### src/rtl/mem_word_initiator.sv
// Word-to-byte memory initiator: turns 16-bit little-endian word requests into two
// byte accesses on a byte-wide memory with registered read data.
module mem_word_initiator #(
  parameter int unsigned MEM_ADDR_BITS = 14
) (
  input  logic        clock,
  input  logic        reset_n,
  input  logic        req_valid,
  output logic        req_ready,
  input  logic        req_write,
  input  logic [15:0] req_addr,
  input  logic [15:0] req_wdata,
  output logic        resp_valid,
  input  logic        resp_ready,
  output logic [15:0] resp_rdata,
  output logic        resp_err,
  output logic [15:0] mem_addr,
  output logic [7:0]  mem_wdata,
  output logic        mem_we,
  input  logic [7:0]  mem_rdata
);

  typedef enum logic [2:0] {
    StIdle,
    StRdLo,
    StRdHi,
    StRdWait,
    StWrLo,
    StWrHi,
    StResp
  } state_e;

  // Bits set for the implemented byte-address range.
  localparam logic [15:0] AddrMask = 16'((32'd1 << MEM_ADDR_BITS) - 32'd1);

  state_e      state_q, state_d;
  logic [15:0] addr_q, addr_d;
  logic [7:0]  wdata_hi_q, wdata_hi_d;
  logic [7:0]  lo_q, lo_d;
  logic [15:0] mem_addr_q, mem_addr_d;
  logic [7:0]  mem_wdata_q, mem_wdata_d;
  logic        mem_we_q, mem_we_d;
  logic        resp_valid_q, resp_valid_d;
  logic [15:0] resp_rdata_q, resp_rdata_d;
  logic        resp_err_q, resp_err_d;
  logic [15:0] addr_next;

  // High byte address wraps inside the implemented range.
  assign addr_next = (addr_q + 16'd1) & AddrMask;

  always_comb begin
    state_d      = state_q;
    addr_d       = addr_q;
    wdata_hi_d   = wdata_hi_q;
    lo_d         = lo_q;
    mem_addr_d   = mem_addr_q;
    mem_wdata_d  = mem_wdata_q;
    mem_we_d     = 1'b0;
    resp_valid_d = resp_valid_q;
    resp_rdata_d = resp_rdata_q;
    resp_err_d   = resp_err_q;

    case (state_q)
      StIdle: begin
        if (req_valid) begin
          addr_d     = req_addr;
          wdata_hi_d = req_wdata[15:8];
          if ((req_addr & ~AddrMask) != 16'd0) begin
            state_d      = StResp;
            resp_valid_d = 1'b1;
            resp_err_d   = 1'b1;
            resp_rdata_d = 16'd0;
          end else if (req_write) begin
            state_d     = StWrLo;
            mem_addr_d  = req_addr;
            mem_wdata_d = req_wdata[7:0];
            mem_we_d    = 1'b1;
          end else begin
            state_d    = StRdLo;
            mem_addr_d = req_addr;
          end
        end
      end
      StRdLo: begin
        state_d    = StRdHi;
        mem_addr_d = addr_next;
      end
      StRdHi: begin
        // Memory returns the low byte one edge after its address.
        state_d = StRdWait;
        lo_d    = mem_rdata;
      end
      StRdWait: begin
        state_d      = StResp;
        resp_valid_d = 1'b1;
        resp_err_d   = 1'b0;
        resp_rdata_d = {mem_rdata, lo_q};
      end
      StWrLo: begin
        state_d     = StWrHi;
        mem_addr_d  = addr_next;
        mem_wdata_d = wdata_hi_q;
        mem_we_d    = 1'b1;
      end
      StWrHi: begin
        state_d      = StResp;
        resp_valid_d = 1'b1;
        resp_err_d   = 1'b0;
        resp_rdata_d = 16'd0;
      end
      StResp: begin
        if (resp_ready) begin
          state_d      = StIdle;
          resp_valid_d = 1'b0;
          resp_err_d   = 1'b0;
          resp_rdata_d = 16'd0;
        end
      end
      default: state_d = StIdle;
    endcase
  end

  always_ff @(posedge clock or negedge reset_n) begin
    if (!reset_n) begin
      state_q      <= StIdle;
      addr_q       <= 16'd0;
      wdata_hi_q   <= 8'd0;
      lo_q         <= 8'd0;
      mem_addr_q   <= 16'd0;
      mem_wdata_q  <= 8'd0;
      mem_we_q     <= 1'b0;
      resp_valid_q <= 1'b0;
      resp_rdata_q <= 16'd0;
      resp_err_q   <= 1'b0;
    end else begin
      state_q      <= state_d;
      addr_q       <= addr_d;
      wdata_hi_q   <= wdata_hi_d;
      lo_q         <= lo_d;
      mem_addr_q   <= mem_addr_d;
      mem_wdata_q  <= mem_wdata_d;
      mem_we_q     <= mem_we_d;
      resp_valid_q <= resp_valid_d;
      resp_rdata_q <= resp_rdata_d;
      resp_err_q   <= resp_err_d;
    end
  end

  assign req_ready  = (state_q == StIdle);
  assign resp_valid = resp_valid_q;
  assign resp_rdata = resp_rdata_q;
  assign resp_err   = resp_err_q;
  assign mem_addr   = mem_addr_q;
  assign mem_wdata  = mem_wdata_q;
  assign mem_we     = mem_we_q;

endmodule
### config.mk
export PLATFORM = sky130hd
export DESIGN_NAME = mem_word_initiator
export DESIGN_NICKNAME = d
export VERILOG_FILES = /design/src/rtl/mem_word_initiator.sv
export SDC_FILE = /design/constraint.sdc
export NUM_CORES = 1
export LEC_CHECK = 0
export CAP_MARGIN = 20
export CORE_AREA = 10 10 119 78
export DETAILED_ROUTE_END_ITERATION = 16
export DIE_AREA = 0 0 129 88
export PLACE_DENSITY = 0.79
export SLEW_MARGIN = 0
export SYNTH_ARGS = -nofsm -noshare
export SYNTH_HDL_FRONTEND = slang
export SYNTH_SLANG_ARGS = --single-unit
### constraint.sdc
create_clock -name clock -period 2.2 [get_ports clock]
set_clock_uncertainty 0.15 [all_clocks]
set_input_delay 0.55 -clock clock [delete_from_list [all_inputs] [get_ports clock]]
set_output_delay 0.55 -clock clock [all_outputs]
set_load 0.005 [all_outputs]
Word level (Yosys, flattened, before mapping)
Cells that the tools add are included.

Register bits after elaboration: 76. Bits in latches: 0. RAM bits: 0. Bits in read-only memories: 0. Input port bits: 45. Output and inout bits: 44. Word-level logic and storage cells: 61. Memories kept: 0.

Add/subtract/negate cells: 1. Multipliers: 0. Div/mod/pow operators: 0. Order comparisons: 0. Equality and inequality tests: 11. Shift operators: 0. Mux-type cells: 25. Bitwise operators: 0. Reduce and logical (&&, ||, !) cells: 14.

Operators by type and width (count): 16-bit 2-to-1 mux (5); 16-bit one-hot mux with 4 select lines (1); 16-bit one-hot mux with 2 select lines (1); 8-bit 2-to-1 mux (3); 3-bit one-hot mux with 6 select lines (1); 8-bit one-hot mux with 2 select lines (1); 16-bit nonzero test (1); 14-bit by 1-bit adder with 14-bit output, second input constant (1); 3-bit 2-to-1 mux (4); 4-bit AND reduction (3); 3-bit equality test, second input constant (3); 3-bit by 2-bit equality test with 1-bit output, second input constant (2); 1-bit 2-to-1 mux (6); 2-bit inequality test, second input constant (3); 1-bit one-hot mux with 3 select lines (2); 2-bit by 1-bit inequality test with 1-bit output, second input constant (2); 2-bit AND reduction (2); 2-bit nonzero test (2); 4-bit nonzero test (1); 2-bit OR reduction (2); 3-bit by 1-bit equality test with 1-bit output, second input constant (1); 3-bit logical NOT (1); 3-bit AND reduction (1); 3-bit nonzero test (1); 1-bit one-hot mux with 2 select lines (1).

Depth between registers and ports, before layout
Word-level depth: 4. Depth in mapped cells: 6. Depth with buffers taken out: 5.

Worst setup path before layout
Ideal clock, no wire load.

Path kind: input to register. From: in req_addr[14]. To: reg resp_rdata_q[10] (netlist: resp_rdata[10]). Library setup time: 121 ps. Arrival time: 1662 ps. Data required time: 1929 ps. Path slack: 267 ps. Stages: 6. Path buffers: 2. Cells stage by stage: nor2_1 > or4b_1 > a32o_1 > buf_6 > buf_8 > a22o_1.

Longest elaborated chain between the ends: 3.

RTL lines: start: declaration (line 11) `input logic [15:0] req_addr,`; 16-bit nonzero test (line 68) `if ((req_addr & ~AddrMask) != 16'd0) begin`; 2-bit by 1-bit inequality test with 1-bit output (no source line); 4-bit AND reduction (no source line); end signal: assignment (line 144) `resp_rdata_q <= resp_rdata_d;`; end: declaration (line 44) `logic [15:0] resp_rdata_q, resp_rdata_d;`.

No other way between the ends. A chain may end at the register's enable or synchronous reset.

Final worst setup path
From: in req_addr[14]. To: reg resp_rdata_q[4] (netlist: resp_rdata[4]).

The elaborated chain is that of the path after synthesis.

==> results.md <==
| Step | Metric | Value |
|---|---|---|
| routing | Total Wirelength | 8.65 mm |
| timing | Unrepaired setup endpoints after global routing | no |
| clock network | Total CTS buffers | 9 |
| routing | Violation count after the first detailed-route iteration | 162 |
| synth | Synthesized flop and latch total | 76 |
| power and ir drop | Switching power as a share of total power | 30.7% |
| floorplanning | Rows | 24 |
| cells and area | Number of non-filler instances in the completed layout | 473 |
| global route | Pin count of the biggest net entering global routing | 40 |
| worst setup path | Setup slack of the worst register-to-register path | 0.22 ns |
| power and ir drop | Portion of total power attributed to sequential cells | 37.2% |
| floorplanning | I/O pin count | 89 |
| floorplanning | CORE AREA | 7090 sq um |
| place | HPWL after detailed placement | 6.49 mm |
| timing | Slew margin rel. | 65.8% |
| routing | Router iterations before antenna repair | 4 |
| routing | Wirelength per Cell | 18.3 um |
| clock network | Clock tree from TritonCTS | done |
| synth | Unique masters post-synth | 41 |
| synth | Mean area per synthesized cell | 12.5 sq um |
| routing | Detailed-route via count | 2514 |
| routing | Post-DRT Antenna Nets | 0 |
| timing | Max-slew violation count | 0 |
| cells and area | Signed area change from the synthesized netlist to the final layout | 43.9% |
| worst setup path | Top delay family on crit path | buffers and inverters |
| clock network | H-tree depth | 3 |
| cells and area | Commonest cells after routing, fill and taps aside | sky130_fd_sc_hd__clkdlybuf4s50_1, sky130_fd_sc_hd__dfrtp_1, sky130_fd_sc_hd__mux2_2 |
| worst setup path | Setup crit end kind | flip-flop |
| clock network | Clock Sink Count | 76 |
| synth | Ys flop type | sky130_fd_sc_hd__dfrtp_1 |
| place | Input/output buffers | 88 |
| power and ir drop | Static power due to leakage | 0.00215 uW |
| synth | Number of warning messages in the yosys log | 0 |
| worst setup path | Total buffers and inverters traversed by the critical path | 2 |
| worst setup path | Critical Path Start Type | input pin |
| synth | Sequential fraction of the synthesis area | 56.6% |
| global route | Global routing usage summed across all routing layers | 16.1% |
| floorplanning | Die Width | 129 um |
| clock network | # hold bufs at CTS | 0 |
| clock network | Maximum buffer depth of the clock tree | 2 |
| worst setup path | Worst reg2reg path startpoint | state_q[0] |
| cells and area | Final design utilization | 68.2% |
| cells and area | Inserted Diodes | 0 |
| timing | Final critical path time including I/O delays and setup | 2.09 ns |
| cells and area | Number of nets in the layout | 424 |
| floorplanning | Starting density of the core | 47.4% |
| worst hold path | Class of the tightest hold or removal check | input pin to async pin |
| cells and area | Commonest non-fill, non-tap cell in the layout | sky130_fd_sc_hd__clkdlybuf4s50_1 |
| place | DP Area | 4470 sq um |
| floorplanning | Vert. Die Dim | 88 um |
| routing | # DRC | 0 |
| worst setup path | Required time at the worst-slack endpoint | 2.27 ns |
| power and ir drop | Internal power | 4610 uW |
| synth | Netlist Area Pre-Place | 3360 sq um |
| clock network | Insertion delay of the later-clocked pin in the worst-skew pair | 0.34 ns |
| global route | Residual overflow from global routing | 0 |
| routing | Via density per instance | 5.32 |
| power and ir drop | Share of power burned in the clock network | 25.1% |
| worst setup path | Crit path max fanout | 18 |
| clock network | Root buffer cell | sky130_fd_sc_hd__clkbuf_16 |
| timing | Setup violations, final | 0 |
| power and ir drop | Power consumption | 6650 uW |
| flow run | Max-capacitance violation count | 0 |
| timing | Final Hold Fails | 0 |
| power and ir drop | Sw Pwr | 2040 uW |
| floorplanning | Area enclosed by the die boundary | 11400 sq um |
| worst setup path | Worst path arrival time | 2.16 ns |
| global route | Global-route wire length before repair | 14.1 mm |
| worst setup path | Cell breakdown of the critical path | clkdlybuf4s50_1 -> nor2_1 -> or4b_1 -> a32o_1 -> buf_12 -> a22o_1 |
| synth | Proportion of register bits with asynchronous set or reset after synthesis | 100% |
| status | Outcome | finished clean |
| synth | Post-synth net total | 315 |
| timing | Total negative slack for setup checks | 0 ns |
| place | Post-placement cell count | 457 |
| worst setup path | Critical Path Max Stage Delay | 0.48 ns |
| clock network | Clock-pin slew of the registers on the worst-case setup and hold paths | 0.06 ns |
| cells and area | Layout cell share with drive strength beyond 1 | 19.4% |
| global route | Initial antenna violation count | 0 |
| timing | Maximum clock frequency | 479 MHz |
| worst setup path | Crit Path Class | input pin to flip-flop |
| power and ir drop | Fraction of power consumed by combinational cells | 37.7% |
| worst setup path | Cell with the largest stage delay on the worst path | sky130_fd_sc_hd__clkdlybuf4s50_1 |
| timing | Fraction of the cycle the final worst path needs | 94.9% |
| worst setup path | Number of cells traversed by the worst register-to-register path | 5 |
| place | Placer's final routability congestion estimate | 0.844 |
| timing | Worst slew pin tran | 0.512 ns |
| synth | Synth Instances | 269 |
| power and ir drop | Power density over the cells | 1380 nW/um^2 |
| global route | Via count of the first global-routing pass | 2662 |
| power and ir drop | Worst VDD drop | 1.21 mV |
| synth | Number of flops mapped to enable cells by yosys | 0 |
| worst setup path | Terminus of the critical flop-to-flop path | resp_rdata[4] |
| cells and area | Post-route cell area | 4830 sq um |
==> metrics by stage <==
| stage | worst slack, ns | hold slack (ns) |
|---|---|---|
| finish | 0.113 | 0.0368 |
| floorplan | 0.267 | 0.104 |
| global route | 0.0309 | 0.0765 |
| detailed placement | -0.218 | 0.322 |
| global placement | -0.194 | 0.311 |
| CTS | 0.123 | 0.0382 |
==> Yosys cell counts (2+ instances only) <==
library cell | instances | area [sq um]
sky130_fd_sc_hd__dfrtp_1 | 76 | 1900
sky130_fd_sc_hd__mux2_2 | 29 | 327
sky130_fd_sc_hd__mux2i_1 | 24 | 240
sky130_fd_sc_hd__nand2_1 | 22 | 82.6
sky130_fd_sc_hd__a22o_1 | 17 | 149
sky130_fd_sc_hd__o21ai_0 | 15 | 75.1
sky130_fd_sc_hd__nor2_1 | 9 | 33.8
sky130_fd_sc_hd__xnor2_1 | 7 | 61.3
sky130_fd_sc_hd__buf_2 | 6 | 30.0
sky130_fd_sc_hd__a211oi_1 | 4 | 30.0
sky130_fd_sc_hd__a21oi_1 | 4 | 20.0
sky130_fd_sc_hd__and2_1 | 4 | 25.0
sky130_fd_sc_hd__nand3_1 | 4 | 20.0
sky130_fd_sc_hd__nor3_1 | 4 | 20.0
sky130_fd_sc_hd__nor3b_1 | 4 | 30.0
sky130_fd_sc_hd__and4_1 | 3 | 26.3
sky130_fd_sc_hd__clkbuf_1 | 3 | 11.3
sky130_fd_sc_hd__inv_1 | 3 | 11.3
sky130_fd_sc_hd__nand2b_1 | 3 | 18.8
sky130_fd_sc_hd__xor2_1 | 3 | 26.3
sky130_fd_sc_hd__a21o_1 | 2 | 15.0
sky130_fd_sc_hd__buf_4 | 2 | 15.0
sky130_fd_sc_hd__nand4_1 | 2 | 12.5
sky130_fd_sc_hd__o221ai_1 | 2 | 17.5
==> how the worst max path moves through the flow <==
stage                       from              to  slack (ns)  cells past startpoint
CTS                 req_addr[14]   resp_rdata[4]        0.12                      6
global placement    req_addr[14]   resp_rdata[2]       -0.19                      6
floorplan           req_addr[14]  resp_rdata[10]        0.27                      6
detailed placement  req_addr[14]  resp_rdata[10]       -0.22                      6
finish              req_addr[14]   resp_rdata[4]        0.11                      6
global route           req_valid    mem_addr[13]        0.03                      6
==> sequential cells by signal, summed over array words and instances (netlist names) <==
| register | flops |
|---|---|
| addr_q | 14 |
| lo_q | 8 |
| mem_addr | 16 |
| mem_wdata | 8 |
| mem_we | 1 |
| resp_err | 1 |
| resp_rdata | 16 |
| resp_valid | 1 |
| state_q | 3 |
| wdata_hi_q | 8 |
==> logic make-up after synthesis <==
kind of cell / count (synthesis) / synth area share, %
buffers and inverters: 17 / 2.91
XOR/XNOR: 10 / 2.61
AND/OR/NAND/NOR: 62 / 10.0
multiplexers: 53 / 16.9
flip-flops: 76 / 56.6
adder cells (fa/ha/maj): 1 / 0.373
AO/OA/AOI/OAI: 50 / 10.6
==> area by class of cell <==
class	instances	area (sq um)
Fill cell	545	2250
Sequential cell	76	1900
Multi-Input combinational cell	176	1370
Timing Repair Buffer	112	1090
Clock buffer	9	225
Clock inverter	6	114
Tap cell	91	114
Inverter	3	11.3
==> worst reg2reg max path, cell delays in order (launching register included) <==
cell	delay, ns
sky130_fd_sc_hd__dfrtp_2	0.43
sky130_fd_sc_hd__buf_4	0.16
sky130_fd_sc_hd__or4b_1	0.51
sky130_fd_sc_hd__a32o_1	0.25
sky130_fd_sc_hd__buf_12	0.16
sky130_fd_sc_hd__a22o_1	0.19
==> power by group through the flow <==
| stage | sequential [uW] | clock [uW] | combinational (uW) |
|---|---|---|---|
| after CTS | 2470 | 1700 | 2550 |
| after global routing | 2550 | 1760 | 2750 |
| after global placement | 2440 | 0 | 2420 |
| after detailed placement | 2470 | 0 | 2510 |
| final | 2470 | 1670 | 2510 |
| after floorplan | 2400 | 0 | 1360 |
==> per-layer routing <==
metal  track usage (%)  routed length (um)  vias to the layer above
met5                 0                   0                        -
met4              6.58                 131                        0
met3              7.60                 768                       13
met2              24.7                3930                       67
met1              19.4                3820                     1240
li1                  -                   -                     1194
==> what timing repair did <==
item                                    CTS  global route
hold endpoints to repair                  0             0
endpoints found under the setup margin    1             0
resized for setup                         5             0
setup buffers                             1             0
Note: power is estimated with default switching activity, not from simulation.
